--- config.mk ---
export PLATFORM = sky130hd
export DESIGN_NAME = seq_restoring_divider_flat
export DESIGN_NICKNAME = d
export VERILOG_FILES = /design/src/rtl/arith_pkg.sv /design/src/rtl/seq_restoring_divider_if.sv /design/src/rtl/seq_restoring_divider_restoring_step.sv /design/src/rtl/seq_restoring_divider.sv /design/src/flat_wrapper.sv
export SDC_FILE = /design/constraint.sdc
export NUM_CORES = 1
export LEC_CHECK = 0
export CAP_MARGIN = 30
export CORE_ASPECT_RATIO = 0.6
export CORE_MARGIN = 2
export CORE_UTILIZATION = 45
export CTS_CLUSTER_SIZE = 25
export DETAILED_ROUTE_END_ITERATION = 8
export PLACE_DENSITY = 0.75
export SETUP_SLACK_MARGIN = 0.4
export SYNTH_ARGS = -nofsm -noshare
export SYNTH_HDL_FRONTEND = slang
export SYNTH_HIERARCHICAL = 1
export SYNTH_SLANG_ARGS = --single-unit
--- constraint.sdc ---
create_clock -name clk -period 3.39 [get_ports clk]
set_clock_uncertainty 0.15 [all_clocks]
set_input_delay 0.5085 -clock clk [delete_from_list [all_inputs] [get_ports clk]]
set_output_delay 0.5085 -clock clk [all_outputs]
set_load 0.05 [all_outputs]
--- src/rtl/arith_pkg.sv ---
// Shared arithmetic-unit definitions: divider FSM states, default width and counter sizing.
package arith_pkg;

    localparam int unsigned DIV_WIDTH = 8;

    typedef logic [1:0] state_t;

    localparam state_t IDLE = 2'd0;
    localparam state_t BUSY = 2'd1;
    localparam state_t DONE = 2'd2;

    // The step counter has to reach WIDTH, hence WIDTH+1 distinct values.
    function automatic int unsigned cnt_width(input int unsigned width);
        return $clog2(width + 1);
    endfunction

endpackage

--- src/rtl/seq_restoring_divider_if.sv ---
// Operand and result handshakes of the sequential divider.
interface seq_restoring_divider_if
    import arith_pkg::*;
#(
    parameter int unsigned WIDTH = DIV_WIDTH
);
    logic             in_valid;
    logic             in_ready;
    logic [WIDTH-1:0] dividend;
    logic [WIDTH-1:0] divisor;
    logic             out_valid;
    logic             out_ready;
    logic [WIDTH-1:0] quotient;
    logic [WIDTH-1:0] remainder;
    logic             div_by_zero;

    modport master (
        output in_valid, dividend, divisor, out_ready,
        input  in_ready, out_valid, quotient, remainder, div_by_zero
    );

    modport slave (
        input  in_valid, dividend, divisor, out_ready,
        output in_ready, out_valid, quotient, remainder, div_by_zero
    );
endinterface

--- src/rtl/seq_restoring_divider_restoring_step.sv ---
// One restoring-division step: shift in the next dividend bit, subtract, keep or restore.
module restoring_step
    import arith_pkg::*;
#(
    parameter int unsigned WIDTH = DIV_WIDTH
) (
    input  logic [WIDTH:0]   r,
    input  logic             shift_in,
    input  logic [WIDTH-1:0] divisor,
    output logic [WIDTH:0]   r_next,
    output logic             q_bit
);
    logic [WIDTH:0]   shifted;
    logic [WIDTH+1:0] trial;

    always_comb begin
        shifted = {r[WIDTH-1:0], shift_in};
        // One guard bit above the shifted remainder makes the borrow the sign.
        trial   = {r, shift_in} - {2'b00, divisor};
        q_bit   = ~trial[WIDTH+1];
        r_next  = q_bit ? trial[WIDTH:0] : shifted;
    end
endmodule

--- src/rtl/seq_restoring_divider.sv ---
// Iterative unsigned restoring divider, one quotient bit per clock.
// Define DIVIDER_ZERO_DETECT_EN to short-circuit a zero divisor straight to DONE with div_by_zero.
module seq_restoring_divider
    import arith_pkg::*;
#(
    parameter int unsigned WIDTH = DIV_WIDTH
) (
    input logic                   clk,
    input logic                   rst,
    seq_restoring_divider_if.slave bus
);
    localparam int unsigned CW = cnt_width(WIDTH);

    state_t           state_q, state_d;
    logic [WIDTH:0]   r_q, r_d, step_r;
    logic [WIDTH-1:0] q_q, q_d;
    logic [WIDTH-1:0] dvs_q, dvs_d;
    logic [CW-1:0]    cnt_q, cnt_d;
    logic             step_bit;
    logic             idle, done;

    restoring_step #(
        .WIDTH (WIDTH)
    ) u_step (
        .r        (r_q),
        .shift_in (q_q[WIDTH-1]),
        .divisor  (dvs_q),
        .r_next   (step_r),
        .q_bit    (step_bit)
    );

    assign idle          = (state_q == IDLE);
    assign done          = (state_q == DONE);
    assign bus.in_ready  = idle;
    assign bus.out_valid = done;
    assign bus.quotient  = done ? q_q : '0;
    assign bus.remainder = done ? r_q[WIDTH-1:0] : '0;

    always_comb begin
        state_d = state_q;
        r_d     = r_q;
        q_d     = q_q;
        dvs_d   = dvs_q;
        cnt_d   = cnt_q;
        case (state_q)
            IDLE: begin
                if (bus.in_valid) begin
                    dvs_d   = bus.divisor;
                    q_d     = bus.dividend;
                    r_d     = '0;
                    cnt_d   = '0;
                    state_d = BUSY;
`ifdef DIVIDER_ZERO_DETECT_EN
                    if (bus.divisor == '0) begin
                        q_d     = '1;
                        r_d     = {1'b0, bus.dividend};
                        state_d = DONE;
                    end
`endif
                end
            end
            BUSY: begin
                r_d   = step_r;
                q_d   = {q_q[WIDTH-2:0], step_bit};
                cnt_d = cnt_q + CW'(1);
                if (cnt_q == CW'(WIDTH - 1)) begin
                    state_d = DONE;
                end
            end
            DONE: begin
                if (bus.out_ready) begin
                    state_d = IDLE;
                end
            end
            default: state_d = IDLE;
        endcase
    end

    always_ff @(posedge clk) begin
        if (rst) begin
            state_q <= IDLE;
            r_q     <= '0;
            q_q     <= '0;
            dvs_q   <= '0;
            cnt_q   <= '0;
        end else begin
            state_q <= state_d;
            r_q     <= r_d;
            q_q     <= q_d;
            dvs_q   <= dvs_d;
            cnt_q   <= cnt_d;
        end
    end

`ifdef DIVIDER_ZERO_DETECT_EN
    logic dbz_q;

    always_ff @(posedge clk) begin
        if (rst) begin
            dbz_q <= 1'b0;
        end else if (idle && bus.in_valid) begin
            dbz_q <= (bus.divisor == '0);
        end else if (done && bus.out_ready) begin
            dbz_q <= 1'b0;
        end
    end

    assign bus.div_by_zero = dbz_q;
`else
    assign bus.div_by_zero = 1'b0;
`endif
endmodule

--- src/flat_wrapper.sv ---
// flat-port wrapper written by rule: the top's interface ports become plain ports
module seq_restoring_divider_flat import arith_pkg::*;
#(
    parameter int unsigned WIDTH = DIV_WIDTH
)
  (clk, rst, bus_in_valid, bus_dividend, bus_divisor, bus_out_ready, bus_in_ready, bus_out_valid, bus_quotient, bus_remainder, bus_div_by_zero);
  seq_restoring_divider_if #(.WIDTH(WIDTH)) bus_i ();
  input logic clk;
  input logic rst;
  input wire logic [$bits(bus_i.in_valid)-1:0] bus_in_valid;
  input wire logic [$bits(bus_i.dividend)-1:0] bus_dividend;
  input wire logic [$bits(bus_i.divisor)-1:0] bus_divisor;
  input wire logic [$bits(bus_i.out_ready)-1:0] bus_out_ready;
  output wire logic [$bits(bus_i.in_ready)-1:0] bus_in_ready;
  output wire logic [$bits(bus_i.out_valid)-1:0] bus_out_valid;
  output wire logic [$bits(bus_i.quotient)-1:0] bus_quotient;
  output wire logic [$bits(bus_i.remainder)-1:0] bus_remainder;
  output wire logic [$bits(bus_i.div_by_zero)-1:0] bus_div_by_zero;
  assign bus_i.in_valid = bus_in_valid;
  assign bus_i.dividend = bus_dividend;
  assign bus_i.divisor = bus_divisor;
  assign bus_i.out_ready = bus_out_ready;
  assign bus_in_ready = bus_i.in_ready;
  assign bus_out_valid = bus_i.out_valid;
  assign bus_quotient = bus_i.quotient;
  assign bus_remainder = bus_i.remainder;
  assign bus_div_by_zero = bus_i.div_by_zero;
  seq_restoring_divider #(.WIDTH(WIDTH)) u_core (.clk(clk), .rst(rst), .bus(bus_i));
endmodule
# --- After elaboration in Yosys (flattened, before gate mapping) ---
# Cells that the tools add are included.
totals:
  reg_bits: 31
  wordCells: 32
  output_inout_bits: 19
classes:
  bitwise_logic: 1
  mux: 13
  n_reduce_logical: 5
  eq_ne: 6
  addsub: 2
op_table:
  columns: ["op", "count"]
  rows:
  - ["8-bit 2-to-1 mux", 3]
  - ["9-bit 2-to-1 mux", 2]
  - ["9-bit one-hot mux with 2 select lines", 1]
  - ["8-bit one-hot mux with 2 select lines", 1]
  - ["10-bit by 8-bit subtractor with 10-bit output", 1]
  - ["4-bit one-hot mux with 2 select lines", 1]
  - ["2-bit 2-to-1 mux", 3]
  - ["2-bit one-hot mux with 3 select lines", 1]
  - ["4-bit by 1-bit adder with 4-bit output, second input constant", 1]
  - ["4-bit by 3-bit equality test with 1-bit output, second input constant", 1]
  - ["4-bit 2-to-1 mux", 1]
  - ["2-bit inequality test, second input constant", 2]
  - ["2-bit AND reduction", 2]
  - ["3-bit AND reduction", 1]
  - ["2-bit by 1-bit equality test with 1-bit output, second input constant", 1]
  - ["2-bit equality test, second input constant", 1]
  - ["2-bit logical NOT", 1]
  - ["2-bit by 1-bit inequality test with 1-bit output, second input constant", 1]
  - ["2-bit nonzero test", 1]
  - ["1-bit inverter", 1]

# --- Logic depth before layout (Yosys ltp) ---
logic_depth:
  depth_word: 3
  mapped_depth: 10
  ltp_nobuf: 10

# --- Cells and area by module ---
# The synthesis kept the hierarchy.
modules_own_cells:
  columns: ["module", "cells_per_inst", "instances", "seq_area_each_um2", "area_per_inst_um2"]
  rows:
  - ["seq_restoring_divider", 171, 1, 620.6, 1376.3]
  - ["restoring_step", 67, 1, 0.0, 528.0]

# --- Worst setup path before layout ---
# OpenSTA, ideal clock, no wires.
synth_path:
  path_type: "register to register"
  start: "register u_core.dvs_q[3]"
  end: "register u_core.r_q[2]"
  path_slack_ps: 892
  arrival_ps: 2215
  stages_incl_launch_ff: 10
  setup_time_ps: 132
  required_time_ps: 3108
  cell_sequence: "dfxtp_1 inv_1 ha_1 o211ai_1 a21o_1 a221o_1 a221oi_4 mux2_2 nand2_1 a21oi_1"
synth_via:
  elab_chain_cells: 3
synth_rtl:
  columns: ["item", "line_no", "text"]
  rows:
  - ["start: declaration", "seq_restoring_divider.sv:17", "logic [WIDTH-1:0] dvs_q, dvs_d;"]
  - ["start signal: assignment", "seq_restoring_divider.sv:90", "dvs_q <= dvs_d;"]
  - ["10-bit by 8-bit subtractor with 10-bit output", "seq_restoring_divider_restoring_step.sv:19", "trial = {r, shift_in} - {2'b00, divisor};"]
  - ["9-bit 2-to-1 mux", "seq_restoring_divider_restoring_step.sv:21", "r_next = q_bit ? trial[WIDTH:0] : shifted;"]
  - ["named net u_core.step_r[2]", "seq_restoring_divider.sv:15", "logic [WIDTH:0] r_q, r_d, step_r;"]
  - ["9-bit one-hot mux with 2 select lines", "seq_restoring_divider.sv:45", "case (state_q)"]
  - ["end signal: assignment", "seq_restoring_divider.sv:88", "r_q <= r_d;"]
  - ["end: declaration", "seq_restoring_divider.sv:15", null]
# The timed path passes the listed nets, and every way through them passes these cells.
# A chain may end at the register's enable or synchronous reset.

# --- Final worst setup path ---
layout_path:
  start: "register u_core.dvs_q[4]"
  end: "register u_core.r_q[4]"
# Same word-level chain as after synthesis.

==> impl_metrics.env <==
export IMPL_leakage_nw=0.907
export IMPL_worst_path_buf_inv=1
export IMPL_place_congestion=0.915
export IMPL_cts_tree="done"
export IMPL_die_h_um=54.4
export IMPL_areaGrowthSynthToFinish_pct=25.0
export IMPL_power_frac_clock_pct=30.4
export IMPL_holdCritPathClass="flop to flop"
export IMPL_drtIter0Drc=79
export IMPL_ys_flop_type="dfxtp_1"
export IMPL_hold_start="u_core/dvs_q[5]"
export IMPL_worst_hold_slack_ps=306
export IMPL_crit_top_cell="a21oi_1"
export IMPL_rsz0062_at_grt="false"
export IMPL_yosys_area_share_adder_pct=6.96
export IMPL_critical_path_class="flop to flop"
export IMPL_ys_async_sr_fraction_pct=0
export IMPL_final_common_cell="nand2_1"
export IMPL_ctsResizeCount=0
export IMPL_synth_cell_types=46
export IMPL_worstPathRequired_ps=3410
export IMPL_grt_pass1_wl_um=7320
export IMPL_cts_buffer_depth=2
export IMPL_max_vdd_ir_drop_mv=0.237
export IMPL_drive_gt1_share_pct=6.64
export IMPL_vias=1720
export IMPL_path_cells="inv_1 -> ha_1 -> a21oi_1 -> and2_0 -> a221o_1 -> a221oi_4 -> mux2_2 -> nand2_1 -> a21oi_1"
export IMPL_antennaDiodeCount=0
export IMPL_grt_pass1_vias=1525
export IMPL_core_um2=4080
export IMPL_ys_ff_latch=31
export IMPL_routed_wl_um=4560
export IMPL_synth_simple_area_share_pct=26.5
export IMPL_antenna_found_initial=0
export IMPL_grt_max_degree=23
export IMPL_cts_hold_buf=0
export IMPL_yosysWarnings=6
export IMPL_maxSlewViolCount=0
export IMPL_start_kind="flop"
export IMPL_powerDensity_nw_per_um2=485
export IMPL_synth_top_area_share_pct=32.6
export IMPL_path_clk_slew_ps=60
export IMPL_root_buffer="clkbuf_8"
export IMPL_synth_mux_area_share_pct=4.01
export IMPL_power_switching_w=0.000361
export IMPL_drc=0
export IMPL_post_cts_setup_buffers=0
export IMPL_final_antenna_net_count=0
export IMPL_synth_top_area_cell="dfxtp_1"
export IMPL_synth_avg_cell_area_um2=8.00
export IMPL_intPower_w=0.000793
export IMPL_layout_nets=301
export IMPL_final_cell_mix="nand2_1, clkdlybuf4s50_1, dfxtp_1, a21oi_1, and2_1"
export IMPL_synth_top_family_by_area="simple AND/OR/NAND/NOR gates"
export IMPL_synth_enable_flop_cells=0
export IMPL_seq_area_frac_synth_pct=32.6
export IMPL_r2r_start="u_core/dvs_q[4]"
export IMPL_via_per_inst=5.20
export IMPL_syn_area_um2=1900
export IMPL_min_period_over_period_pct=82.5
export IMPL_cts_sinks=31
export IMPL_synth_compound_area_share_pct=19.6
export IMPL_critPathLaunch="u_core/dvs_q[4]"
export IMPL_outcome="finished, final reports clean"
export IMPL_max_stage_delay_ps=550
export IMPL_maxCapViolCount=0
export IMPL_worstPathMaxFanout=8
export IMPL_synthTopCellsByArea="dfxtp_1, nand2_1, a21oi_1, ha_1, and2_1"
export IMPL_h_tree_depth=2
export IMPL_synth_xor_area_share_pct=2.76
export IMPL_drt_pass1_iterations=4
export IMPL_cp_top_family="compound AO/OA/AOI/OAI gates"
export IMPL_endpoint_kind="flop"
export IMPL_swShare_pct=31.3
export IMPL_port_buffers=37
export IMPL_syn_instance_count=238
export IMPL_dieWidth_um=88.0
export IMPL_setup_violations_final=0
export IMPL_dieArea_um2=4790
export IMPL_initial_core_util_pct=46.7
export IMPL_seqPwrFrac_pct=36.5
export IMPL_p_comb_share_pct=33.1
export IMPL_crit_slowest_cell="a221oi_4"
export IMPL_hold_violations=0
export IMPL_setup_tns_ps=0
export IMPL_io_pins=39
export IMPL_grtUsageTotal_pct=20.5
export IMPL_hpwl_um=3300
export IMPL_wire_per_inst_um=13.8
export IMPL_clkLatencyLatePin_ps=280
export IMPL_max_slew_worst_pin_slew_ps=906
export IMPL_crit_arrival_ps=2810
export IMPL_row_count=18
export IMPL_max_freq_mhz=358
export IMPL_slew_headroom_pct=39.6
export IMPL_syn_nets=268
export IMPL_grt_overflow=0
export IMPL_numCtsBuffers=5
export IMPL_fin_crit_ps=2800
==> cells in the mapped netlist, types with 2 or more instances <==
| library cell | instances |
|---|---|
| nand2b_1 | 7 |
| and2_1 | 17 |
| nand3_1 | 13 |
| mux2i_1 | 2 |
| nor3_1 | 2 |
| xnor2_1 | 5 |
| mux2_2 | 5 |
| buf_2 | 5 |
| a211oi_1 | 2 |
| dfxtp_1 | 31 |
| o211ai_1 | 2 |
| clkbuf_1 | 3 |
| nor2_1 | 15 |
| buf_4 | 2 |
| inv_1 | 12 |
| buf_6 | 2 |
| a311oi_1 | 8 |
| a21oi_1 | 25 |
| nand2_1 | 45 |
| ha_1 | 9 |
==> worst min-delay path: cells and delay by family, from the launching register on <==
family,cells,cell delay (ps)
flip-flops,1,310
AO/OA/AOI/OAI,1,50
AND/OR/NAND/NOR,1,50
==> registers in the layout, summed over array words and instances, names as in the netlist <==
register	count
u_core/q_q	8
u_core/dvs_q	8
u_core/r_q	9
u_core/state_q	2
u_core/cnt_q	4
==> cells by family after synthesis <==
| group | Yosys count |
|---|---|
| xor+xnor | 6 |
| other cells | 1 |
| flops | 31 |
| simple gates | 106 |
| mux | 7 |
| compound gates | 52 |
| fa+ha+maj | 10 |
| buf+inv | 25 |
==> worst paths after layout <==
check                         end  slack [ps]  cells past startpoint
setup / recovery    u_core/r_q[4]         590                      9
hold / removal    u_core/dvs_q[5]         310                      2
setup reg to reg    u_core/r_q[4]         590                      9
hold reg to reg   u_core/dvs_q[5]         310                      2
==> cell type report <==
cell class | count | area [um^2]
clock buffers | 6 | 72.6
repair buffers | 39 | 393
clock inverters | 1 | 30.0
multi-input cells | 182 | 1140
inverters | 12 | 45.0
flip-flops and latches | 31 | 621
fillers | 396 | 1700
well taps | 60 | 75.1
==> layer usage <==
metal / routed length, um / vias up / part of all wire, % / GRT usage (%)
li1: - / 883 / - / -
met1: 2440 / 790 / 54 / 29.9
met2: 1830 / 45 / 40 / 30.1
met3: 271 / 2 / 5.9 / 4.52
met4: 19 / 0 / 0.42 / 6.15
met5: 0 / - / 0 / 0
==> power by group through the flow <==
stage / registers [W] / clock network, W / logic, W
global placement: 0.000428 / 0 / 0.000371
floorplan: 0.000420 / 0 / 0.000311
detailed placement: 0.000429 / 0 / 0.000376
finish: 0.000421 / 0.000351 / 0.000382
CTS: 0.000421 / 0.000359 / 0.000379
global route: 0.000426 / 0.000372 / 0.000419
==> stage by stage <==
| stage | utilization, % | power [W] | area [um^2] | setup slack, ps | cells |
|---|---|---|---|---|---|
| 2_1_floorplan | - | 0.000731 | 1900 | 892 | 238 |
| 5_1_grt | 58.4 | 0.00122 | 2380 | 481 | 331 |
| 3_3_place_gp | 55.5 | 0.000799 | 2260 | 629 | 323 |
| 3_5_place_dp | 55.9 | 0.000805 | 2280 | 642 | 324 |
| 4_1_cts | 58.4 | 0.00116 | 2380 | 620 | 331 |
| 6_report | 58.4 | 0.00115 | 2380 | 594 | 331 |
Note: power is estimated with default switching activity, not from simulation.
